$ cat config.mk
export PLATFORM = sky130hd
export DESIGN_NAME = uart_la
export DESIGN_NICKNAME = d
export VERILOG_FILES = /design/src/rtl/uart_la_pkg.sv /design/src/rtl/la_ram.sv /design/src/rtl/uart_la.sv
export SDC_FILE = /design/constraint.sdc
export NUM_CORES = 2
export LEC_CHECK = 0
export ABC_AREA = 1
export CORE_ASPECT_RATIO = 1.25
export CORE_MARGIN = 10
export CORE_UTILIZATION = 40
export CTS_CLUSTER_DIAMETER = 40
export DETAILED_ROUTE_END_ITERATION = 7
export MAX_ROUTING_LAYER = met4
export PLACE_DENSITY = 0.62
export SLEW_MARGIN = 30
export SYNTH_ARGS = -nofsm -noshare
export SYNTH_HDL_FRONTEND = slang
export SYNTH_SLANG_ARGS = --single-unit
export TNS_END_PERCENT = 20
$ cat constraint.sdc
create_clock -name clk -period 8.9 [get_ports clk]
set_input_delay 0.89 -clock clk [delete_from_list [all_inputs] [get_ports clk]]
set_output_delay 0.89 -clock clk [all_outputs]
set_load 0.05 [all_outputs]
$ cat src/rtl/uart_la_pkg.sv
// Shared definitions for the UART-controlled logic analyzer.
// Latency: n/a (types, constants and a combinational helper only).
// Backpressure: n/a.
package uart_la_pkg;

    // Top-level controller states, in command/capture/dump order.
    typedef enum logic [2:0] {
        CMD_SEL,
        CMD_MASK,
        CMD_CMP,
        CMD_PRE,
        ARM,
        WAIT_TRIG,
        POST,
        DUMP
    } state_t;

    // Per-byte handshake inside DUMP: wait for the transmitter, let the RAM
    // read land, then hold off one cycle while the UART raises tx_busy.
    typedef enum logic [1:0] {
        DP_WAIT,
        DP_LOAD,
        DP_HOLD
    } dump_phase_t;

    localparam int SEL_W       = 3;
    localparam int PROBE_BYTES = 8;

    // Order of the configuration bytes in the host command stream.
    localparam int CMD_IDX_SEL  = 0;
    localparam int CMD_IDX_MASK = 1;
    localparam int CMD_IDX_CMP  = 2;
    localparam int CMD_IDX_PRE  = 3;
    localparam int CMD_BYTES    = 4;

    // Masked trigger compare; a zero mask always hits.
    function automatic logic trig_hit(input logic [7:0] s,
                                      input logic [7:0] mask,
                                      input logic [7:0] cmp);
        return ((s & mask) == (cmp & mask));
    endfunction

endpackage

$ cat src/rtl/la_ram.sv
// Capture buffer: simple dual-port RAM, one write port, one registered read port.
// Latency: write lands on the clock edge; read data valid one cycle after re.
// Backpressure: none; both ports accept an access every cycle.
//
// Ports:
//   clk              clock
//   we/wr_addr/wr_data  write port
//   re/rd_addr       read request; rd_data updates only when re is high
//   rd_data          registered read data
module la_ram #(
    parameter int addr_width = 9
) (
    input  logic                  clk,
    input  logic                  we,
    input  logic [addr_width-1:0] wr_addr,
    input  logic [7:0]            wr_data,
    input  logic                  re,
    input  logic [addr_width-1:0] rd_addr,
    output logic [7:0]            rd_data
);

    logic [7:0] mem [0:(1 << addr_width) - 1];

    // No reset on the array or read register so the block maps onto block RAM.
    always_ff @(posedge clk) begin
        if (we) begin
            mem[wr_addr] <= wr_data;
        end
        if (re) begin
            rd_data <= mem[rd_addr];
        end
    end

endmodule

$ cat src/rtl/uart_la.sv
// 8-bit logic analyzer: parses sel/mask/cmp/pre from the UART, captures a probe byte around a trigger, dumps the buffer back.
// Latency: probe to buffer 2 cycles; rx_ack 1 cycle after rx_avail; tx_wr at most every 3 cycles.
// Backpressure: dump stalls while tx_busy is high; received bytes are always acked (discarded outside CMD_*).
//
// Ports:
//   clk, reset          single clock, synchronous active-high reset
//   probe[63:0]         eight probe bytes, byte n = probe[8n+7:8n]
//   rx_data/rx_avail    received byte from the UART, held until rx_ack
//   rx_ack              one-cycle consume pulse
//   tx_data/tx_wr       byte and one-cycle write strobe to the UART
//   tx_busy             UART transmitter busy
//   armed               high in ARM and WAIT_TRIG
//   triggered           high in POST and DUMP
module uart_la
    import uart_la_pkg::*;
#(
    parameter int addr_width = 9
) (
    input  logic                        clk,
    input  logic                        reset,
    input  logic [8*PROBE_BYTES-1:0]    probe,
    input  logic [7:0]                  rx_data,
    input  logic                        rx_avail,
    output logic                        rx_ack,
    output logic [7:0]                  tx_data,
    output logic                        tx_wr,
    input  logic                        tx_busy,
    output logic                        armed,
    output logic                        triggered
);

    localparam logic [addr_width:0] DEPTH_V = {1'b1, {addr_width{1'b0}}};
    localparam logic [addr_width:0] CNT_ONE = {{addr_width{1'b0}}, 1'b1};

    state_t                 state;
    state_t                 state_next;
    dump_phase_t            phase;

    // Configuration registers; they survive a completed dump.
    logic [SEL_W-1:0]       sel;
    logic [7:0]             mask;
    logic [7:0]             cmp;
    logic [7:0]             pre;

    logic [7:0]             s_reg;
    logic [addr_width-1:0]  wp;
    logic [addr_width-1:0]  rp;
    logic [addr_width-1:0]  trig_addr;
    // Shared counter: pre samples in ARM, post samples in POST, bytes in DUMP.
    logic [addr_width:0]    cnt;
    logic [addr_width:0]    cnt_inc;

    logic [addr_width-1:0]  pre_cnt;
    logic [addr_width:0]    post_total;
    logic [7:0]             ram_rd;

    logic                   rx_take;
    logic                   hit;
    logic                   arm_done;
    logic                   post_done;
    logic                   dump_last;
    logic                   we;
    logic                   re;

    // pre scales to the buffer depth: pre_cnt = pre << (addr_width-8).
    always_comb begin
        pre_cnt = '0;
        pre_cnt[addr_width-1 -: 8] = pre;
    end

    assign post_total = DEPTH_V - {1'b0, pre_cnt};
    assign cnt_inc    = cnt + 1'b1;

    assign rx_take   = rx_avail && !rx_ack;
    // s_reg is exactly the sample being written this cycle.
    assign hit       = trig_hit(s_reg, mask, cmp);
    assign arm_done  = (pre_cnt == '0) || (cnt_inc == {1'b0, pre_cnt});
    assign post_done = (cnt == post_total);
    assign dump_last = (phase == DP_HOLD) && (cnt == DEPTH_V);

    // ------------------------------------------------------------------
    // FSM: state register
    // ------------------------------------------------------------------
    always_ff @(posedge clk) begin
        if (reset) begin
            state <= CMD_SEL;
        end else begin
            state <= state_next;
        end
    end

    // ------------------------------------------------------------------
    // FSM: next-state logic
    // ------------------------------------------------------------------
    always_comb begin
        state_next = state;
        case (state)
            CMD_SEL:   if (rx_take)   state_next = CMD_MASK;
            CMD_MASK:  if (rx_take)   state_next = CMD_CMP;
            CMD_CMP:   if (rx_take)   state_next = CMD_PRE;
            CMD_PRE:   if (rx_take)   state_next = ARM;
            ARM:       if (arm_done)  state_next = WAIT_TRIG;
            WAIT_TRIG: if (hit)       state_next = POST;
            POST:      if (post_done) state_next = DUMP;
            DUMP:      if (dump_last) state_next = CMD_SEL;
            default:                  state_next = CMD_SEL;
        endcase
    end

    // ------------------------------------------------------------------
    // FSM: output / strobe decode
    // ------------------------------------------------------------------
    always_comb begin
        we        = 1'b0;
        re        = 1'b0;
        armed     = 1'b0;
        triggered = 1'b0;
        case (state)
            ARM: begin
                armed = 1'b1;
                we    = (pre_cnt != '0);
            end
            WAIT_TRIG: begin
                armed = 1'b1;
                we    = 1'b1;
            end
            POST: begin
                triggered = 1'b1;
                // The cycle that sees the count complete writes nothing.
                we        = !post_done;
            end
            DUMP: begin
                triggered = 1'b1;
                re        = (phase == DP_WAIT) && !tx_busy;
            end
            default: ;
        endcase
    end

    // ------------------------------------------------------------------
    // Datapath: config latch, sample pipe, pointers, UART handshakes
    // ------------------------------------------------------------------
    always_ff @(posedge clk) begin
        if (reset) begin
            rx_ack    <= 1'b0;
            tx_wr     <= 1'b0;
            tx_data   <= 8'h00;
            sel       <= '0;
            mask      <= 8'h00;
            cmp       <= 8'h00;
            pre       <= 8'h00;
            s_reg     <= 8'h00;
            wp        <= '0;
            rp        <= '0;
            trig_addr <= '0;
            cnt       <= '0;
            phase     <= DP_WAIT;
        end else begin
            // Bytes are consumed in every state; only CMD_* keep them.
            rx_ack <= rx_take;
            tx_wr  <= 1'b0;
            s_reg  <= probe[{sel, 3'b000} +: 8];

            if (we) begin
                wp <= wp + 1'b1;
            end

            case (state)
                CMD_SEL:  if (rx_take) sel  <= rx_data[SEL_W-1:0];
                CMD_MASK: if (rx_take) mask <= rx_data;
                CMD_CMP:  if (rx_take) cmp  <= rx_data;
                CMD_PRE: begin
                    if (rx_take) begin
                        pre <= rx_data;
                        wp  <= '0;
                        cnt <= '0;
                    end
                end
                ARM: begin
                    cnt <= arm_done ? '0 : cnt_inc;
                end
                WAIT_TRIG: begin
                    if (hit) begin
                        // The trigger sample is the first post sample.
                        trig_addr <= wp;
                        cnt       <= CNT_ONE;
                    end
                end
                POST: begin
                    if (post_done) begin
                        cnt   <= '0;
                        rp    <= trig_addr - pre_cnt;
                        phase <= DP_WAIT;
                    end else begin
                        cnt <= cnt_inc;
                    end
                end
                DUMP: begin
                    case (phase)
                        DP_WAIT: begin
                            if (!tx_busy) begin
                                phase <= DP_LOAD;
                            end
                        end
                        DP_LOAD: begin
                            tx_data <= ram_rd;
                            tx_wr   <= 1'b1;
                            rp      <= rp + 1'b1;
                            cnt     <= cnt_inc;
                            phase   <= DP_HOLD;
                        end
                        DP_HOLD: begin
                            // tx_busy has not risen yet in the tx_wr cycle.
                            phase <= DP_WAIT;
                            if (cnt == DEPTH_V) begin
                                cnt <= '0;
                            end
                        end
                        default: phase <= DP_WAIT;
                    endcase
                end
                default: ;
            endcase
        end
    end

    la_ram #(
        .addr_width (addr_width)
    ) u_ram (
        .clk     (clk),
        .we      (we),
        .wr_addr (wp),
        .wr_data (s_reg),
        .re      (re),
        .rd_addr (rp),
        .rd_data (ram_rd)
    );

endmodule
==> results_dict.tcl <==
set metrics [dict create \
    status "finished clean" \
    hold_ws_ns 0.453 \
    route.detailed.drc 0 \
    drtPass1Iterations 8 \
    post_cts_resize_count 0 \
    startpoint "rp[0]" \
    grt_pass1_vias 110000 \
    finalHoldViolCount 0 \
    dr.max_layer_used "met4" \
    reg2reg_depth 14 \
    multiInputGateArea_sq_mm 0.0408 \
    reg_top3 "u_ram.mem: 4096 flops, cnt: 10 flops" \
    drive_above_1_share_pct 6.66 \
    largest_register "u_ram.mem" \
    drt_iter0_drc 14400 \
    clock_sinks 4191 \
    wl_met2_um 251000 \
    max_freq_mhz 192 \
    coreArea_sq_mm 0.427 \
    synth.cell_area_sq_mm 0.171 \
    avgRoutedWirePerCell_um 25.1 \
    syn_to_final_growth_pct 11.6 \
    crit_required_ns 9.70 \
    ys.flop_type "edfxtp_1" \
    regArea_sq_mm 0.125 \
    n_fill_cell 38400 \
    path_clk_slew_ns 0.06 \
    die_w_um 605 \
    die_h_um 752 \
    largest_reg_flops 4096 \
    whs_path_depth 2 \
    end_kind "register" \
    synth-edff-count 4104 \
    final_cells 20300 \
    ys_ff_latch 4191 \
    synth_nets 14600 \
    dieArea_sq_mm 0.455 \
    yosysTopAreaCell "edfxtp_1" \
    min_path_type "register to register" \
    grt_pass1_wl_um 739000 \
    antenna_found_initial 12 \
    critical_path_class "register to register" \
    vias 114000 \
    htreeDepth 5 \
    p_leak_nw 63.3 \
    path_max_fanout 185 \
    relSlewSlack_pct 14.3 \
    wirelength_um 510000 \
    wl_met1_um 192000 \
    grt_usage_pct 22.1 \
    grt_max_degree 218 \
    r2r_end "u_ram.rd_data[1]" \
    critPathArrivalTime_ns 6.02 \
    synth_area_leaders "edfxtp_1 72%, nor2_1 8.5%, o21ai_0 6.1%" \
    min_from "trig_addr[0]" \
    ios 88 \
    skew_ns 0.0416 \
    ys_warn_count 0 \
    place_hpwl_um 289000 \
    fin_nets 14300 \
    timing.final.crit_share_pct 58.6 \
    grt_setup_unrepaired "false" \
    dp.cells 19500 \
    cap_violations 0 \
    synth.distinct_cells 43 \
    gp_congestion 0.921 \
    cts_inserted_buffers 435 \
    netlist.area_leader.share_pct 71.9 \
    postCtsSetupBuffers 0 \
    avgSynthCellArea_sq_um 11.8 \
    cts_hold_buffers 0 \
    p_total_mw 52.3 \
    vias_per_cell 5.61 \
    wl_met3_um 38500 \
    setup_violations 0 \
    clk_latency_ns 0.98 \
    tightestPinTransition_ns 1.28 \
    whs_endpoint "trig_addr[0]" \
    cts_root_buf "clkbuf_16" \
    r2r_slack_ns 3.68 \
    seq_area_frac_synth_pct 72.9 \
    io_buffers 87 \
    postRouteAntennaNets 0 \
    setup_tns_ns 0 \
    drv_slew 0 \
    overflow 0 \
    netlist_instances 14500 \
    async_reset_ff_share_pct 0 \
    reg2reg_from "rp[0]" \
    start_util_pct 40.2 \
    start_kind "register" \
    cts_tree "yes" \
    powerDensity_mw_per_mm2 273 \
    ir_drop_v 0.000170 \
    fp-row-count 268 \
    clock_path_buffers 4 \
    min_period_ns 5.22 \
]
[metal layers]
| layer | vias up | track usage [%] |
|---|---|---|
| met2 | 5192 | 36.4 |
| met5 | - | - |
| met1 | 56500 | 26.7 |
| li1 | 51000 | - |
| met4 | 0 | 11.2 |
| met3 | 1154 | 3.03 |
[how the worst max path moves through the flow]
| stage | to | slack [ns] | cells past startpoint |
|---|---|---|---|
| 3_5_place_dp | u_ram.rd_data[1] | 3.81 | 14 |
| 2_1_floorplan | state[2] | 0.57 | 10 |
| 4_1_cts | u_ram.rd_data[1] | 3.78 | 14 |
| 6_report | u_ram.rd_data[1] | 3.68 | 14 |
| 5_1_grt | u_ram.rd_data[1] | 3.54 | 13 |
| 3_3_place_gp | u_ram.rd_data[1] | 3.76 | 13 |
[critical path: stages (launching register included)]
cell      delay [ns]
dfxtp_4         0.94
buf_4           0.67
buf_12          0.68
nor2_1          0.14
nor2_1          0.13
o21ai_1         0.09
o211ai_1        0.13
nand2_1         0.07
nor2_1          0.15
nor2_1          0.11
nor2_1          0.35
nor2_1          0.28
nor2_1          0.69
nor2_1          0.16
nor2_1          0.18
[layout by cell type (no fill, tap or decap), drive strengths merged, types with 3 or more instances in the layout]
| master | netlist | routed |
|---|---|---|
| dfxtp | 87 | 87 |
| buf | 595 | 194 |
| clkinv | 8 | 157 |
| diode | 0 | 14 |
| clkdlybuf4s50 | 0 | 87 |
| xnor2 | 3 | 3 |
| bufinv | 0 | 44 |
| nand3b | 5 | 5 |
| clkinvlp | 0 | 42 |
| a21oi | 282 | 282 |
| a31oi | 16 | 16 |
| o22ai | 127 | 127 |
| nor3 | 16 | 16 |
| xor2 | 9 | 9 |
| nand2 | 1407 | 1407 |
| nand3 | 682 | 682 |
| clkbuf | 382 | 495 |
| ha | 19 | 19 |
| nor2 | 3866 | 3866 |
| or2 | 25 | 25 |
| o211ai | 444 | 444 |
| o21ai | 2168 | 2168 |
| a211oi | 4 | 4 |
| inv | 214 | 281 |
| edfxtp | 4104 | 4104 |
| nand4 | 24 | 24 |
[cell type report]
type | instances | share of cell area [%]
diodes | 14 | 0.0183
clock buffers | 495 | 5.87
clock inverters | 302 | 1.71
inverters | 222 | 0.465
multi-input cells | 9103 | 21.3
flip-flops and latches | 4191 | 65.4
well taps | 5670 | 3.71
repair buffers | 281 | 1.50
[Yosys cell counts, drive strengths merged (87+ instances only)]
cell    number
buf        595
dfxtp       87
nand3      682
o21ai     2168
edfxtp    4104
a21oi      282
o22ai      127
nor2      3866
o211ai     444
clkbuf     382
nand2     1407
inv        214
[power breakdown]
group	internal [mW]	leakage, nW	switching [mW]
combinational	2.03	18.2	7.89
clock	10.5	6.97	8.04
sequential	23.5	38.1	0.362
total	36.0	63.3	16.3
[kinds of logic (layout without fill, tap and decap cells)]
family | after synthesis | after routing | share of synthesized area, %
AND/OR/NAND/NOR | 6026 | 6026 | 13.9
adder cells (fa/ha/maj) | 20 | 20 | 0.150
flip-flops | 4191 | 4191 | 72.9
XOR/XNOR | 12 | 12 | 0.0613
buffers and inverters | 1199 | 1300 | 3.31
AO/OA/AOI/OAI | 3044 | 3044 | 9.65
multiplexers | 1 | 1 | 0.00584
other | 0 | 14 | 0
[through the flow]
step	util, %	instance area, sq um	setup WS (ns)
after detailed placement	41.4	177000	3.81
after floorplan	-	171000	0.571
final	44.8	191000	3.68
after global routing	44.8	191000	3.54
after CTS	44.8	191000	3.78
after global placement	41.4	177000	3.76
Note: power is estimated with default switching activity, not from simulation.
